`src/rtl/ctrl_pkg.sv`:
```
// Shared definitions for the ID/EX control stage: bundle layout, NOP value and
// the per-edge update-priority encoding.
package ctrl_pkg;

   localparam int unsigned CTRL_W = 8;

   localparam int unsigned ALUSRC_B   = 0;
   localparam int unsigned MEMTOREG_B = 1;
   localparam int unsigned REGWRITE_B = 2;
   localparam int unsigned MEMWRITE_B = 3;
   localparam int unsigned MEMREAD_B  = 4;
   localparam int unsigned BRANCH_B   = 5;
   localparam int unsigned ALUOP_LSB  = 6;
   localparam int unsigned ALUOP_MSB  = 7;

   localparam logic [CTRL_W-1:0] CTRL_NOP = '0;

   // Highest encoding wins: hold > flush > stall > load.
   typedef enum logic [1:0] {
      UPD_LOAD  = 2'd0,
      UPD_STALL = 2'd1,
      UPD_FLUSH = 2'd2,
      UPD_HOLD  = 2'd3
   } upd_e;

   function automatic upd_e updSel(input logic hold, input logic flush, input logic stall);
      if (hold)       return UPD_HOLD;
      else if (flush) return UPD_FLUSH;
      else if (stall) return UPD_STALL;
      else            return UPD_LOAD;
   endfunction

endpackage

```
`src/rtl/sat_counter.sv`:
```
// Saturating up-counter with synchronous clear; clear beats hold and increment.
module sat_counter #(
   parameter int unsigned CNT_W = 16
) (
   input  logic             clk_i,
   input  logic             rst_i,
   input  logic             inc_i,
   input  logic             clr_i,
   input  logic             hold_i,
   output logic [CNT_W-1:0] cnt_o
);

   localparam logic [CNT_W-1:0] CNT_MAX = '1;

   always_ff @(posedge clk_i) begin
      if (!rst_i) begin
         cnt_o <= '0;
      end else if (clr_i) begin
         cnt_o <= '0;
      end else if (!hold_i && inc_i && (cnt_o != CNT_MAX)) begin
         cnt_o <= cnt_o + CNT_W'(1);
      end
   end

endmodule

```
`src/rtl/id_ex_ctrl_stage.sv`:
```
// ID->EX control register: squashes to NOP on stall/flush, holds on freeze,
// and counts inserted bubbles and flush kills.
module id_ex_ctrl_stage
   import ctrl_pkg::*;
#(
   parameter int unsigned       CTRL_W  = ctrl_pkg::CTRL_W,
   parameter logic [CTRL_W-1:0] NOP_VAL = {CTRL_W{1'b0}},
   parameter int unsigned       CNT_W   = 16
) (
   input  logic              clk_i,
   input  logic              rst_i,
   input  logic [CTRL_W-1:0] ctrl_i,
   input  logic              valid_i,
   input  logic              stall_i,
   input  logic              flush_i,
   input  logic              hold_i,
   input  logic              cnt_clr_i,
   output logic [CTRL_W-1:0] ctrl_o,
   output logic              valid_o,
   output logic              bubble_o,
   output logic [CNT_W-1:0]  bubble_cnt_o,
   output logic [CNT_W-1:0]  flush_cnt_o
);

   upd_e              upd;
   logic [CTRL_W-1:0] ctrlNext;
   logic              validNext;
   logic              bubbleNext;

   assign upd = updSel(hold_i, flush_i, stall_i);

   // Next-state selection; an invalid load also drives NOP so enables never leak.
   always_comb begin
      ctrlNext   = ctrl_o;
      validNext  = valid_o;
      bubbleNext = bubble_o;
      case (upd)
         UPD_HOLD: ;
         UPD_FLUSH, UPD_STALL: begin
            ctrlNext   = NOP_VAL;
            validNext  = 1'b0;
            bubbleNext = 1'b1;
         end
         default: begin
            ctrlNext   = valid_i ? ctrl_i : NOP_VAL;
            validNext  = valid_i;
            bubbleNext = 1'b0;
         end
      endcase
   end

   always_ff @(posedge clk_i) begin
      if (!rst_i) begin
         ctrl_o   <= NOP_VAL;
         valid_o  <= 1'b0;
         bubble_o <= 1'b0;
      end else begin
         ctrl_o   <= ctrlNext;
         valid_o  <= validNext;
         bubble_o <= bubbleNext;
      end
   end

   sat_counter #(.CNT_W(CNT_W)) uBubbleCnt (
      .clk_i  (clk_i),
      .rst_i  (rst_i),
      .inc_i  (upd == UPD_STALL),
      .clr_i  (cnt_clr_i),
      .hold_i (hold_i),
      .cnt_o  (bubble_cnt_o)
   );

   sat_counter #(.CNT_W(CNT_W)) uFlushCnt (
      .clk_i  (clk_i),
      .rst_i  (rst_i),
      .inc_i  (upd == UPD_FLUSH),
      .clr_i  (cnt_clr_i),
      .hold_i (hold_i),
      .cnt_o  (flush_cnt_o)
   );

endmodule

```
`config.mk`:
```
export PLATFORM = sky130hd
export DESIGN_NAME = id_ex_ctrl_stage
export DESIGN_NICKNAME = d
export VERILOG_FILES = /design/src/rtl/ctrl_pkg.sv /design/src/rtl/sat_counter.sv /design/src/rtl/id_ex_ctrl_stage.sv
export SDC_FILE = /design/constraint.sdc
export NUM_CORES = 1
export LEC_CHECK = 0
export ABC_AREA = 1
export BUFFER_PORTS_ARGS = -buffer_cell sky130_fd_sc_hd__buf_4
export CAP_MARGIN = 40
export CORE_MARGIN = 1.5
export CORE_UTILIZATION = 48
export DETAILED_ROUTE_END_ITERATION = 7
export PLACE_DENSITY = 0.76
export SETUP_SLACK_MARGIN = 0.15
export SKIP_LAST_GASP = 1
export SYNTH_ARGS = -nofsm -noshare
export SYNTH_HDL_FRONTEND = slang
export SYNTH_SLANG_ARGS = --single-unit
```
`constraint.sdc`:
```
create_clock -name clk_i -period 1.4 [get_ports clk_i]
set_input_delay 0.21 -clock clk_i [delete_from_list [all_inputs] [get_ports clk_i]]
set_output_delay 0.21 -clock clk_i [all_outputs]
set_load 0.03 [all_outputs]
```
==> run_results.csv <==
group,metric,value,unit
clock_tree,cts_tree,"done",
synthesis,ys_ff_latch,42,
final_layout,final_util,0.773,
global_routing,grt_pass1_vias,2288,
clock_tree,ctsRootBufferMaster,"clkbuf_8",
drt,vias,2566,
synthesis,synthesis.nets,375,
setup_path,path_delay_family,"simple AND/OR/NAND/NOR gates",
final_layout,multi_input_area,0.00176,mm²
setup_path,cpPeakStageDelay,380,ps
status,outcome,"finished, final reports clean",
worst_hold_path,hp-class,"input port to register",
final_layout,drive_above_1_share,0.513,
sta,drv_slew,0,
floorplanning,rows,25,
drt,drc_errors,0,
synthesis,synth.most_common_cell,"nand2_1",
drt,first_iter_violations,138,
floorplanning,core,0.00466,mm²
sta,worst_pin_slew,315,ps
final_layout,fin_cells,493,
final_layout,nNetsFinal,458,
drt,drt_wl_total,6570,µm
setup_path,reg2reg_from,"uFlushCnt.cnt_o[0]",
synthesis,synth_flop_cell,"dfxtp_1",
global_routing,grt_max_degree,28,
setup_path,arrival,1540,ps
drt,drt_first_pass_iters,4,
synthesis,synthArstFlopShare,0,
floorplanning,ios,57,
worst_hold_path,min_from,"ctrl_i[1]",
place,placedCellCount,472,
sta,rsz0062_at_grt,"true",
setup_path,rrSetupSlack,30,ps
final_layout,regArea,923,µm²
synthesis,synth_top_area_cell,"dfxtp_1",
global_routing,grt_usage,0.241,
synthesis,ys_types,29,
pwr,vdd_drop_max,0.763,mV
job,maxCapViolations,0,
setup_path,path_buf_inv,1,
setup_path,cp_cell_sequence,"ha_4, nand2_2, nor2_2, nand2_2, nor2_4, nor2_4, buf_6, nand2_4, a21oi_2",
synthesis,synthCells,355,
clock_tree,cts_hold_buffers,0,
setup_path,critPathLaunchType,"register",
floorplanning,start_util,0.494,
clock_tree,clkSinkCount,42,
sta,report.final.setup_viol,0,
sta,hold_viol,0,
clock_tree,clk_path_buf_depth,2,
drt,drtAntennaViolNets,0,
sta,timing.hold.ws,183,ps
setup_path,cpMaxStageDelayCell,"dfxtp_4",
sta,fmax,0.730,GHz
setup_path,worstSetupStartpoint,"uFlushCnt.cnt_o[0]",
clock_tree,clock_latency,290,ps
global_routing,grt.overflow.total,0,
sta,period_share,0.978,
sta,slew-limit-headroom,0.790,
place,portBuffers,56,
final_layout,insertedDiodeCount,0,
global_routing,antenna_found_initial,0,
floorplanning,die_w,72.3,µm
place,globalplace.congestion,0.929,
floorplanning,die_h,72.3,µm
setup_path,required,1570,ps
sta,worst_slack,30.4,ps
synthesis,ys_top_cells_by_area,"dfxtp_1 (36%), nand2_1 (16%), nor2_1 (13%)",
pwr,total_power,2.20,mW
setup_path,end_kind,"register",
synthesis,synth_edf_count,0,
global_routing,grt_first_pass_wirelength,10200,µm
clock_tree,h-tree-depth,2,
place,hpwl,4170,µm
drt,viasPerCell,5.20,
synthesis,netlist.area_leader.share,0.365,
sta,finalCriticalPeriod,1370,ps
clock_tree,cts_buffers,5,
synthesis,syn_area,0.00230,mm²
synthesis,synth.yosys.seq_area_share,0.365,
pwr,power.leakage,1.49,nW
synthesis,syn_avg_cell_area,6.49,µm²
setup_path,crit_type,"register to register",
synthesis,ys_warn_count,0,
final_layout,syn_to_final_growth,56.3,%
synthesis,yosys-top-cells-count,"nand2_1 (98), nor2_1 (77), dfxtp_1 (42)",
pwr,p_per_area,611,mW/mm²
clock_tree,clk_pin_slew,80,ps
final_layout,fillCellCount,346,
setup_path,path_max_fanout,4,
drt,wl_per_cell,13.3,µm
sta,finalClockSkew,3.63,ps
place,pre_cts_ws,-144,ps
floorplanning,die_area,0.00523,mm²
## where the power goes
part           switching (mW)  internal, mW  leakage [nW]  total (mW)
sequential             0.0107          1.18         0.361        1.19
combinational           0.146         0.105          1.08       0.251
clock                   0.417         0.346        0.0450       0.763
total                   0.574          1.63          1.49        2.20
## repair_timing
action                     CTS  global route
cloned                       1             0
resized for setup           30            71
buffers inserted             5             7
pin swaps                   13            24
setup endpoints to repair   30            32
## registers in the layout, indices dropped and copies added (netlist names)
name	cells
bubble_o	1
ctrl_o	8
valid_o	1
uFlushCnt.cnt_o	16
uBubbleCnt.cnt_o	16
## placed cells by master (no fill, tap or decap), types with 3 or more instances in the layout
cell type   n
nor2_2     16
dfxtp_2    15
nand2_4    11
a21oi_2    18
o21ai_0     4
inv_1      24
nor2_4     21
buf_6       3
clkbuf_8    5
nand3_4     3
inv_2       3
nand2_1    78
nand3_1    19
buf_4      76
nand2_2    15
nor2_1     52
dfxtp_4    17
nand3_2     7
dfxtp_1    10
a21oi_1    12
## stage by stage
step                      TNS [ps]  area (µm²)
after global routing          -309        3600
after floorplan                  0        2480
final                            0        3600
after global placement        -526        3060
after CTS                        0        3290
after detailed placement     -1470        3060
## path summary, 6_finish.rpt
| kind | end | depth (start not counted) |
|---|---|---|
| max | uFlushCnt.cnt_o[2] | 9 |
| min | ctrl_o[1] | 3 |
| max reg2reg | uFlushCnt.cnt_o[2] | 9 |
| min reg2reg | ctrl_o[1] | 2 |
## tightest hold or removal path: stages
cell and delay, ps:
buf_4 110, nand3_1 70, a21oi_1 50
## final cells by class
class                      count  area share
clock buffer                   6      0.0201
sequential                    42       0.256
inverter                      30      0.0340
tap                           54      0.0188
clock inverter                 2     0.00278
timing repair buffer          81       0.179
multi-input combinational    278       0.489
## cell families after synthesis
logic type,Yosys count,share of synthesized area
and+or+nand+nor,230,0.442
xor gates and xnor gates,5,0.0190
buffers and inverters,36,0.0630
AOI/OAI and AO/OA,37,0.0841
adders and majority gates,5,0.0271
DFF,42,0.365
## layer usage
metal / GRT usage / routed length, µm
met3: 0.0458 / 238
met4: 0.0776 / 97
met5: 0 / 0
met1: 0.312 / 2860
met2: 0.406 / 3370
(Power assumes the default switching activity.)
